--- config.mk ---
export PLATFORM = sky130hd
export DESIGN_NAME = shift_seq
export DESIGN_NICKNAME = d
export VERILOG_FILES = /design/src/rtl/shift_pkg.sv /design/src/rtl/shift_step.sv /design/src/rtl/shift_seq.sv
export SDC_FILE = /design/constraint.sdc
export NUM_CORES = 1
export LEC_CHECK = 0
export BUFFER_PORTS_ARGS = -buffer_cell sky130_fd_sc_hd__buf_2
export CORE_UTILIZATION = 52
export CTS_BUF_LIST = sky130_fd_sc_hd__clkbuf_4 sky130_fd_sc_hd__clkbuf_8 sky130_fd_sc_hd__clkbuf_16
export CTS_CLUSTER_DIAMETER = 120
export DETAILED_ROUTE_END_ITERATION = 7
export MAX_ROUTING_LAYER = met4
export PLACE_DENSITY_LB_ADDON = 0.25
export REMOVE_ABC_BUFFERS = 1
export SLEW_MARGIN = 5
export SYNTH_ARGS = -nofsm -noshare
export SYNTH_HDL_FRONTEND = slang
export SYNTH_SLANG_ARGS = --single-unit
--- constraint.sdc ---
create_clock -name clk -period 1.6 [get_ports clk]
set_input_delay 0.4 -clock clk [delete_from_list [all_inputs] [get_ports clk]]
set_output_delay 0.4 -clock clk [all_outputs]
set_load 0.05 [all_outputs]
--- src/rtl/shift_pkg.sv ---
`default_nettype none
// ============================================================================
//  Module   : shift_pkg
//  Purpose  : Shared op codes and FSM state encoding for the shift sequencer.
//  Revision : 1.0 - initial release
// ============================================================================
package shift_pkg;

    // Op encoding, identical to the downstream single-step shift unit
    localparam logic [1:0] OP_RSHIFT = 2'b00;
    localparam logic [1:0] OP_LSHIFT = 2'b01;
    localparam logic [1:0] OP_RROT   = 2'b10;
    localparam logic [1:0] OP_LROT   = 2'b11;

    // Sequencer states
    typedef enum logic [1:0] {
        S_IDLE = 2'd0,
        S_RUN  = 2'd1,
        S_DONE = 2'd2
    } state_e;

endpackage : shift_pkg
`default_nettype wire

--- src/rtl/shift_step.sv ---
`default_nettype none
// ============================================================================
//  Module   : shift_step
//  Purpose  : Combinational single-bit shift/rotate of a WIDTH-bit word.
//             arith_i turns the right shift into a sign-filling shift.
//  Revision : 1.0 - initial release
// ============================================================================
module shift_step
    import shift_pkg::*;
#(
    parameter int WIDTH = 8
) (
    input  logic [WIDTH-1:0] d_i,
    input  logic [1:0]       op_i,
    input  logic             arith_i,
    output logic [WIDTH-1:0] d_next_o
);

    // One-bit step selected by the op code
    always_comb begin
        d_next_o = d_i;
        case (op_i)
            OP_RSHIFT: d_next_o = {arith_i & d_i[WIDTH-1], d_i[WIDTH-1:1]};
            OP_LSHIFT: d_next_o = {d_i[WIDTH-2:0], 1'b0};
            OP_RROT:   d_next_o = {d_i[0], d_i[WIDTH-1:1]};
            OP_LROT:   d_next_o = {d_i[WIDTH-2:0], d_i[WIDTH-1]};
            default:   d_next_o = d_i;
        endcase
    end

endmodule : shift_step
`default_nettype wire

--- src/rtl/shift_seq.sv ---
`default_nettype none
// ============================================================================
//  Module   : shift_seq
//  Purpose  : Multi-bit shift/rotate sequencer. Accepts operand/op/amount on
//             a valid/ready port, applies one single-bit step per clock, and
//             presents the result on a registered valid/ready output port.
//  Options  : SHIFT_SEQ_ARITH_EN - adds in_arith; op 00 then sign-fills.
//  Revision : 1.0 - initial release
// ============================================================================
module shift_seq
    import shift_pkg::*;
#(
    parameter int WIDTH = 8,
    parameter int AMT_W = $clog2(WIDTH)
) (
    input  logic             clk,
    input  logic             rst,
    input  logic             in_valid,
    output logic             in_ready,
    input  logic [WIDTH-1:0] in_data,
    input  logic [1:0]       in_op,
    input  logic [AMT_W-1:0] in_amt,
`ifdef SHIFT_SEQ_ARITH_EN
    input  logic             in_arith,
`endif
    output logic             out_valid,
    input  logic             out_ready,
    output logic [WIDTH-1:0] out_data,
    output logic             busy
);

    state_e           state_q;
    logic [WIDTH-1:0] data_q;
    logic [1:0]       op_q;
    logic             arith_q;
    logic [AMT_W-1:0] cnt_q;
    logic             out_valid_q;
    logic             busy_q;

    logic             w_in_arith;
    logic [WIDTH-1:0] w_step_in;
    logic [1:0]       w_step_op;
    logic             w_step_arith;
    logic [WIDTH-1:0] w_step_out;

`ifdef SHIFT_SEQ_ARITH_EN
    assign w_in_arith = in_arith;
`else
    assign w_in_arith = 1'b0;
`endif

    // The step unit works on the incoming operand while idle so the first
    // step lands on the accept edge; afterwards it works on the data register.
    always_comb begin
        w_step_in    = data_q;
        w_step_op    = op_q;
        w_step_arith = arith_q;
        if (state_q == S_IDLE) begin
            w_step_in    = in_data;
            w_step_op    = in_op;
            w_step_arith = w_in_arith;
        end
    end

    shift_step #(
        .WIDTH (WIDTH)
    ) u_step (
        .d_i      (w_step_in),
        .op_i     (w_step_op),
        .arith_i  (w_step_arith),
        .d_next_o (w_step_out)
    );

    // Sequencer FSM: state, step counter, data register and registered outputs.
    // cnt_q holds the steps still to do after the current one, so the request
    // finishes exactly max(amt,1) edges after it is accepted.
    always_ff @(posedge clk or posedge rst) begin
        if (rst) begin
            state_q     <= S_IDLE;
            data_q      <= '0;
            op_q        <= '0;
            arith_q     <= 1'b0;
            cnt_q       <= '0;
            out_valid_q <= 1'b0;
            busy_q      <= 1'b0;
        end else begin
            case (state_q)
                S_IDLE: begin
                    if (in_valid) begin
                        op_q    <= in_op;
                        arith_q <= w_in_arith;
                        busy_q  <= 1'b1;
                        if (in_amt == '0) begin
                            data_q      <= in_data;
                            cnt_q       <= '0;
                            state_q     <= S_DONE;
                            out_valid_q <= 1'b1;
                        end else begin
                            data_q <= w_step_out;
                            cnt_q  <= in_amt - AMT_W'(1);
                            if (in_amt == AMT_W'(1)) begin
                                state_q     <= S_DONE;
                                out_valid_q <= 1'b1;
                            end else begin
                                state_q <= S_RUN;
                            end
                        end
                    end
                end
                S_RUN: begin
                    data_q <= w_step_out;
                    cnt_q  <= cnt_q - AMT_W'(1);
                    if (cnt_q == AMT_W'(1)) begin
                        state_q     <= S_DONE;
                        out_valid_q <= 1'b1;
                    end
                end
                S_DONE: begin
                    if (out_ready) begin
                        state_q     <= S_IDLE;
                        out_valid_q <= 1'b0;
                        busy_q      <= 1'b0;
                    end
                end
                default: begin
                    state_q     <= S_IDLE;
                    out_valid_q <= 1'b0;
                    busy_q      <= 1'b0;
                end
            endcase
        end
    end

    assign in_ready  = (state_q == S_IDLE);
    assign out_valid = out_valid_q;
    assign out_data  = data_q;
    assign busy      = busy_q;

endmodule : shift_seq
`default_nettype wire

==> reports/results.tsv, run 1 <==
stage	metric	value	unit
die	Rows	16	
worst_setup_path	slowest library cell on the worst path	dfrtp_2	
finish	share of layout cells above drive strength 1	0.329	
sta	min cycle time layout	1530	ps
power	Sw Pwr	1540	uW
clock_network	TritonCTS clock tree	yes	
worst_setup_path	ordered cell list for the critical path	nor2_4, buf_4	
drt	total wire length	2680	um
power	sw frac	0.515	
sta	RSZ-0062 raised after global routing	no	
power	Combinational Power Share	0.611	
sta	Final period util	0.954	
synthesis	Syn. warnings	0	
worst_setup_path	Worst Path Class, Setup	flip-flop to primary output	
die	IO Pins	28	
sta	Max Fclk	655	MHz
worst_setup_path	Crit Path Max Fanout	7	
synthesis	Avg Inst Size Synth	9.52	sq um
global_routing	vias in the first global route	987	
power	power share of the sequential group	0.307	
flow_run	max_cap viols	0	
finish	fin cells	176	
finish	most common cell after layout, fill and taps aside	buf_2	
clock_network	clock buffer depth	2	
clock_network	CTS buffer count	3	
clock_network	CTS Hold Bufs	0	
global_routing	all-layer global routing usage	0.260	
drt	Vias/cell	5.69	
placed_design	post-place setup slack	165	ps
drt	DRC	0	
sta	Worst slew margin	0.698	
status	status	finished clean	
worst_setup_path	CP peak stage delay	490	ps
sta	worst-margin pin slew	449	ps
finish	antenna fix cells	0	
placed_design	HPWL after DPL	1980	um
worst_setup_path	startpoint types	flip-flop	
die	Die Area	0.00237	sq mm
drt	first-pass detailed-route iteration total	4	
power	Clk pwr share	0.083	
clock_network	clk_lat worst skew	280	ps
synthesis	Post-Synthesis Cell Area	0.00113	sq mm
sta	Slew Viols, Final	0	
worst_setup_path	CP endpoint kind	primary output	
global_routing	largest net degree at the start of global routing	18	
power	leakage power	0.000621	uW
finish	fill count	168	
die	die span in x	48.7	um
sta	post-route setup slack	74.3	ps
drt	Avg WL per Cell	15.2	um
synthesis	post-synthesis sequential area ratio	0.376	
synthesis	flops & latches, synth	17	
clock_network	Post-CTS Setup Repair Bufs	0	
placed_design	DP Area	0.00130	sq mm
drt	vias	1001	
clock_network	CTS sink cnt	17	
finish	fin nets	169	
finish	Area Overhead vs Synth	18.2	%
clock_network	Root Buffer	clkbuf_4	
global_routing	grt ovf	0	
die	Core Region	0.00200	sq mm
die	Die Ht	48.7	um
power	PD cells	2230	mW/mm^2
drt	ANT nets after route	0	
power	Int Power	1450	uW
hold_path	hold crit path type	input pin to async pin	
sta	Clock Skew	4.82	ps
finish	most frequent cells in the layout	buf_2, nand2_1, dfrtp_1	
global_routing	initial antenna violation count	0	
placed_design	Buffers on Ports	27	
worst_setup_path	Buf/Inv on CP	1	
synthesis	synth unique cells	35	
clock_network	Worst-path clk slew	100	ps
die	initial core utilization	0.566	
finish	final core occ	0.669	
worst_setup_path	CP delay by family, top	flip-flops	
placed_design	global placement routability congestion	0.864	
placed_design	DP Cell Count	172	
power	worst vdd ir	0.00151	V
worst_setup_path	CP required	1200	ps
power	total power	2980	uW
drt	DRT iter0 DRCs	28	
global_routing	first-pass GRT wire length	4630	um
sta	final setup fails	0	
finish	Finished Cell Area	0.00134	sq mm
worst_setup_path	Worst EP arrival	1130	ps
sta	final hold vios	0	
synthesis	instance count of the mapped netlist	119	
clock_network	htree depth	1	
## power by group through the flow
stage,clock network (uW),logic (uW),registers (uW)
2_1_floorplan,0,904,1320
3_3_place_gp,0,1770,898
3_5_place_dp,0,1810,912
5_1_grt,273,1980,949
6_report,246,1820,915
4_1_cts,256,1820,907
## per-stage QoR
stage          TNS (ps)  hold slack (ps)
5_1_grt               0              142
4_1_cts               0              107
2_1_floorplan      -194              326
6_report              0              105
3_5_place_dp          0              426
3_3_place_gp          0              419
## final cells by class
| class | count | area [sq um] | share of cell area |
|---|---|---|---|
| flip-flops and latches | 17 | 428 | 0.320 |
| multi-input cells | 91 | 653 | 0.488 |
| clock buffers | 4 | 30.0 | 0.0224 |
| repair buffers | 32 | 175 | 0.131 |
| well taps | 27 | 33.8 | 0.0252 |
| inverters | 5 | 18.8 | 0.0140 |
## registers in the layout, summed over array words and instances (netlist names)
register   flops
out_data       8
cnt_q          3
busy           1
op_q           2
out_valid      1
state_q        2
## cell families (layout without fill, tap and decap cells)
| logic type | Yosys count | in the layout | share of synthesized area |
|---|---|---|---|
| AO/OA/AOI/OAI | 34 | 34 | 0.219 |
| flip-flops | 17 | 17 | 0.376 |
| multiplexers | 15 | 15 | 0.143 |
| buffers and inverters | 11 | 41 | 0.0475 |
| AND/OR/NAND/NOR | 40 | 40 | 0.193 |
| adder cells (fa/ha/maj) | 2 | 2 | 0.0221 |
## tightest hold or removal path: stages
cell and delay [ps]:
buf_2 90, inv_1 40, buf_4 240
## per-layer routing
layer	global-route usage	vias up	wire length, um
met3	0.0314	2	73
met1	0.359	486	1280
met4	0.0588	0	12
li1	-	494	-
met2	0.410	19	1320
met5	-	-	0
## cell usage after synthesis, drive strengths merged
cell    count  share of area
nand2      21          0.070
dfrtp      17           0.38
mux2        9          0.089
o211ai      8          0.053
a22oi       7          0.046
nor2        7          0.032
buf         6          0.031
mux2i       6          0.053
inv         5          0.017
nor2b       5          0.034
o21ai       5          0.022
a21oi       4          0.018
ha          2          0.022
nand3       2         0.0088
nor4        2          0.017
a211o       1         0.0077
a211oi      1         0.0066
a21boi      1         0.0066
a221oi      1         0.0077
a311oi      1         0.0077
a31oi       1         0.0055
a32oi       1         0.0077
nor3        1         0.0044
nor3b       1         0.0066
nor4b       1          0.021
o21bai      1          0.017
o22a        1         0.0077
o22ai       1         0.0055
## path summary, 6_finish.rpt
path                                     to  slack (ps)  depth (start not counted)        from
worst max-delay path               in_ready          70                          2  state_q[0]
worst min-delay path              out_valid         100                          3         rst
worst max register to register  out_data[5]         210                          4  state_q[1]
worst min register to register         busy         480                          2        busy
max in group asynchronous        state_q[0]        1270                          3         rst
min in group clk                    op_q[1]         370                          2    in_op[1]
## timing repair
| action | CTS | global route |
|---|---|---|
| setup endpoints to repair | 1 | 1 |
| pin swaps | 0 | 0 |
| gates resized for setup | 1 | 2 |
| cloned | 0 | 0 |
Power figures use the tool's default switching activity.
==> run 2: changes to the inputs <==
SETUP_SLACK_MARGIN = 0.1   (was unset)
==> reports/results.tsv, run 2 (synthesis gave the netlist of run 1 again) <==
stage	metric	value	unit	change
sta	RSZ-0062 raised after global routing	yes		
die	initial core utilization	0.566		unchanged
finish	antenna fix cells	0		unchanged
placed_design	HPWL after DPL	1980	um	unchanged
sta	worst-margin pin slew	460	ps	+11.0 ps
global_routing	initial antenna violation count	0		unchanged
power	leakage power	0.000643	uW	+3.5%
die	Die Area	0.00237	sq mm	unchanged
worst_setup_path	FF-to-FF path depth	5		+1
sta	Clock Skew	6.47	ps	+1.65 ps
sta	min cycle time layout	1460	ps	-70.6 ps
die	Rows	16		unchanged
sta	final hold vios	0		unchanged
worst_setup_path	worst flop-to-flop path startpoint	state_q[0]		
drt	Vias/cell	5.73		+0.71%
finish	sequential cell area	428	sq um	unchanged
clock_network	clock buffer depth	2		unchanged
placed_design	Buffers on Ports	27		unchanged
worst_setup_path	WP depth	2		unchanged
power	PD cells	2250	mW/mm^2	+0.99%
global_routing	grt peak-use layer	met2		
placed_design	post-place setup slack	165	ps	unchanged
drt	vias	1031		+3.0%
die	Core Region	0.00200	sq mm	unchanged
clock_network	Root Buffer	clkbuf_4		
worst_setup_path	Worst EP arrival	1060	ps	-70 ps
drt	total wire length	2760	um	+2.7%
finish	fin cells	180		+2.3%
drt	DRT iter0 DRCs	24		-14%
worst_setup_path	r2r setup slk	230	ps	+20 ps
sta	Slew Viols, Final	0		unchanged
worst_setup_path	Worst Path Class, Setup	flip-flop to primary output		
worst_setup_path	CP endpoint kind	primary output		
clock_network	CTS buffer count	3		unchanged
placed_design	DP Cell Count	172		unchanged
status	status	finished clean		
drt	DRC	0		unchanged
sta	final setup fails	0		unchanged
sta	Max Fclk	687	MHz	+4.9%
finish	Finished Cell Area	0.00138	sq mm	+2.8%
worst_setup_path	Buf/Inv on CP	1		unchanged
clock_network	CTS sink cnt	17		unchanged
finish	fin nets	173		+2.4%
finish	most common cell after layout, fill and taps aside	buf_2		
finish	Largest register FFs	8		unchanged
finish	Area Overhead vs Synth	21.5	%	
sta	Worst slew margin	0.690		-0.00739
drt	Avg WL per Cell	15.3	um	+0.40%
global_routing	met1 usage	0.362		+0.00275
worst_setup_path	slowest library cell on the worst path	dfrtp_2		
clock_network	Worst-path clk slew	100	ps	about the same
global_routing	grt ovf	0		unchanged
clock_network	CTS Hold Bufs	0		unchanged
global_routing	first-pass GRT wire length	4710	um	+1.6%
flow_run	max_cap viols	0		unchanged
drt	ANT nets after route	0		unchanged
global_routing	met2 usage	0.421		+0.0116
global_routing	all-layer global routing usage	0.264		+0.00432
clock_network	TritonCTS clock tree	yes		
drt	first-pass detailed-route iteration total	4		unchanged
die	die span in x	48.7	um	unchanged
finish	fill count	164		-2.4%
worst_setup_path	capture point of the worst reg-to-reg path	out_data[5]		
finish	share of layout cells above drive strength 1	0.346		+0.0175
worst_setup_path	CP delay by family, top	flip-flops		
worst_setup_path	CP required	1200	ps	about the same
hold_path	hold crit path type	input pin to async pin		
sta	Final period util	0.909		-0.0441
worst_setup_path	CP peak stage delay	460	ps	-30 ps
placed_design	global placement routability congestion	0.864		unchanged
power	worst vdd ir	0.00166	V	+10%
worst_setup_path	ordered cell list for the critical path	nor2_4, buf_8		
global_routing	met3 Resource Use GR	0.0314		unchanged
die	IO Pins	28		unchanged
die	Die Ht	48.7	um	unchanged
power	total power	3100	uW	+3.8%
clock_network	clk_lat worst skew	280	ps	about the same
placed_design	DP Area	0.00130	sq mm	unchanged
global_routing	vias in the first global route	1014		+2.7%
worst_setup_path	startpoint types	flip-flop		
global_routing	largest net degree at the start of global routing	18		unchanged
sta	post-route setup slack	145	ps	+70.6 ps
clock_network	htree depth	1		unchanged
finish	area of the multi-input gates	653	sq um	unchanged
finish	most frequent cells in the layout	buf_2, nand2_1, dfrtp_1		
worst_setup_path	Crit Path Max Fanout	4		-3
[run 2: repair_timing]
| action | CTS | global route |
|---|---|---|
| resized for setup | 4 | 1 |
| setup buffers | 3 | 1 |
| setup endpoints to repair | 1 | 1 |
| pin swaps | 0 | 1 |
[run 2: final cells by class]
cell class,instances,share of cell area
inverter,5,0.0136
timing repair buffer,36,0.155
sequential,17,0.311
multi-input combinational,91,0.475
clock buffer,4,0.0218
tap,27,0.0245
[run 2: per-stage QoR]
| step | utilization | setup TNS, ps | hold slack (ps) |
|---|---|---|---|
| CTS | 0.682 | 0 | 107 |
| detailed placement | 0.651 | 0 | 426 |
| global placement | 0.651 | 0 | 419 |
| floorplan | - | -194 | 326 |
| global route | 0.688 | 0 | 142 |
| finish | 0.688 | 0 | 103 |
[run 2: worst register-to-register path, delay by kind of cell (launching register included)]
| family | cells | cell delay [ps] |
|---|---|---|
| buf+inv | 1 | 150 |
| compound gates | 2 | 240 |
| simple gates | 2 | 500 |
| flops | 1 | 430 |
[run 2: metal layers]
layer,part of all wire,wire (um)
met2,0.49,1350
met1,0.46,1280
met4,0.011,29
met5,0,0
met3,0.036,99
[run 2: worst max path at each step]
stage                from           to  slack [ps]
3_3_place_gp    in_amt[2]  out_data[6]         230
5_1_grt        state_q[0]     in_ready          90
2_1_floorplan  state_q[0]      op_q[0]         -70
4_1_cts        state_q[1]     in_ready         130
6_report       state_q[0]     in_ready         140
3_5_place_dp    in_amt[2]  out_data[5]         160
[run 2: power by group]
group	total, uW	switching, uW	internal, uW
sequential	893	238	654
clock	248	134	114
combinational	1960	1190	762
total	3100	1570	1530
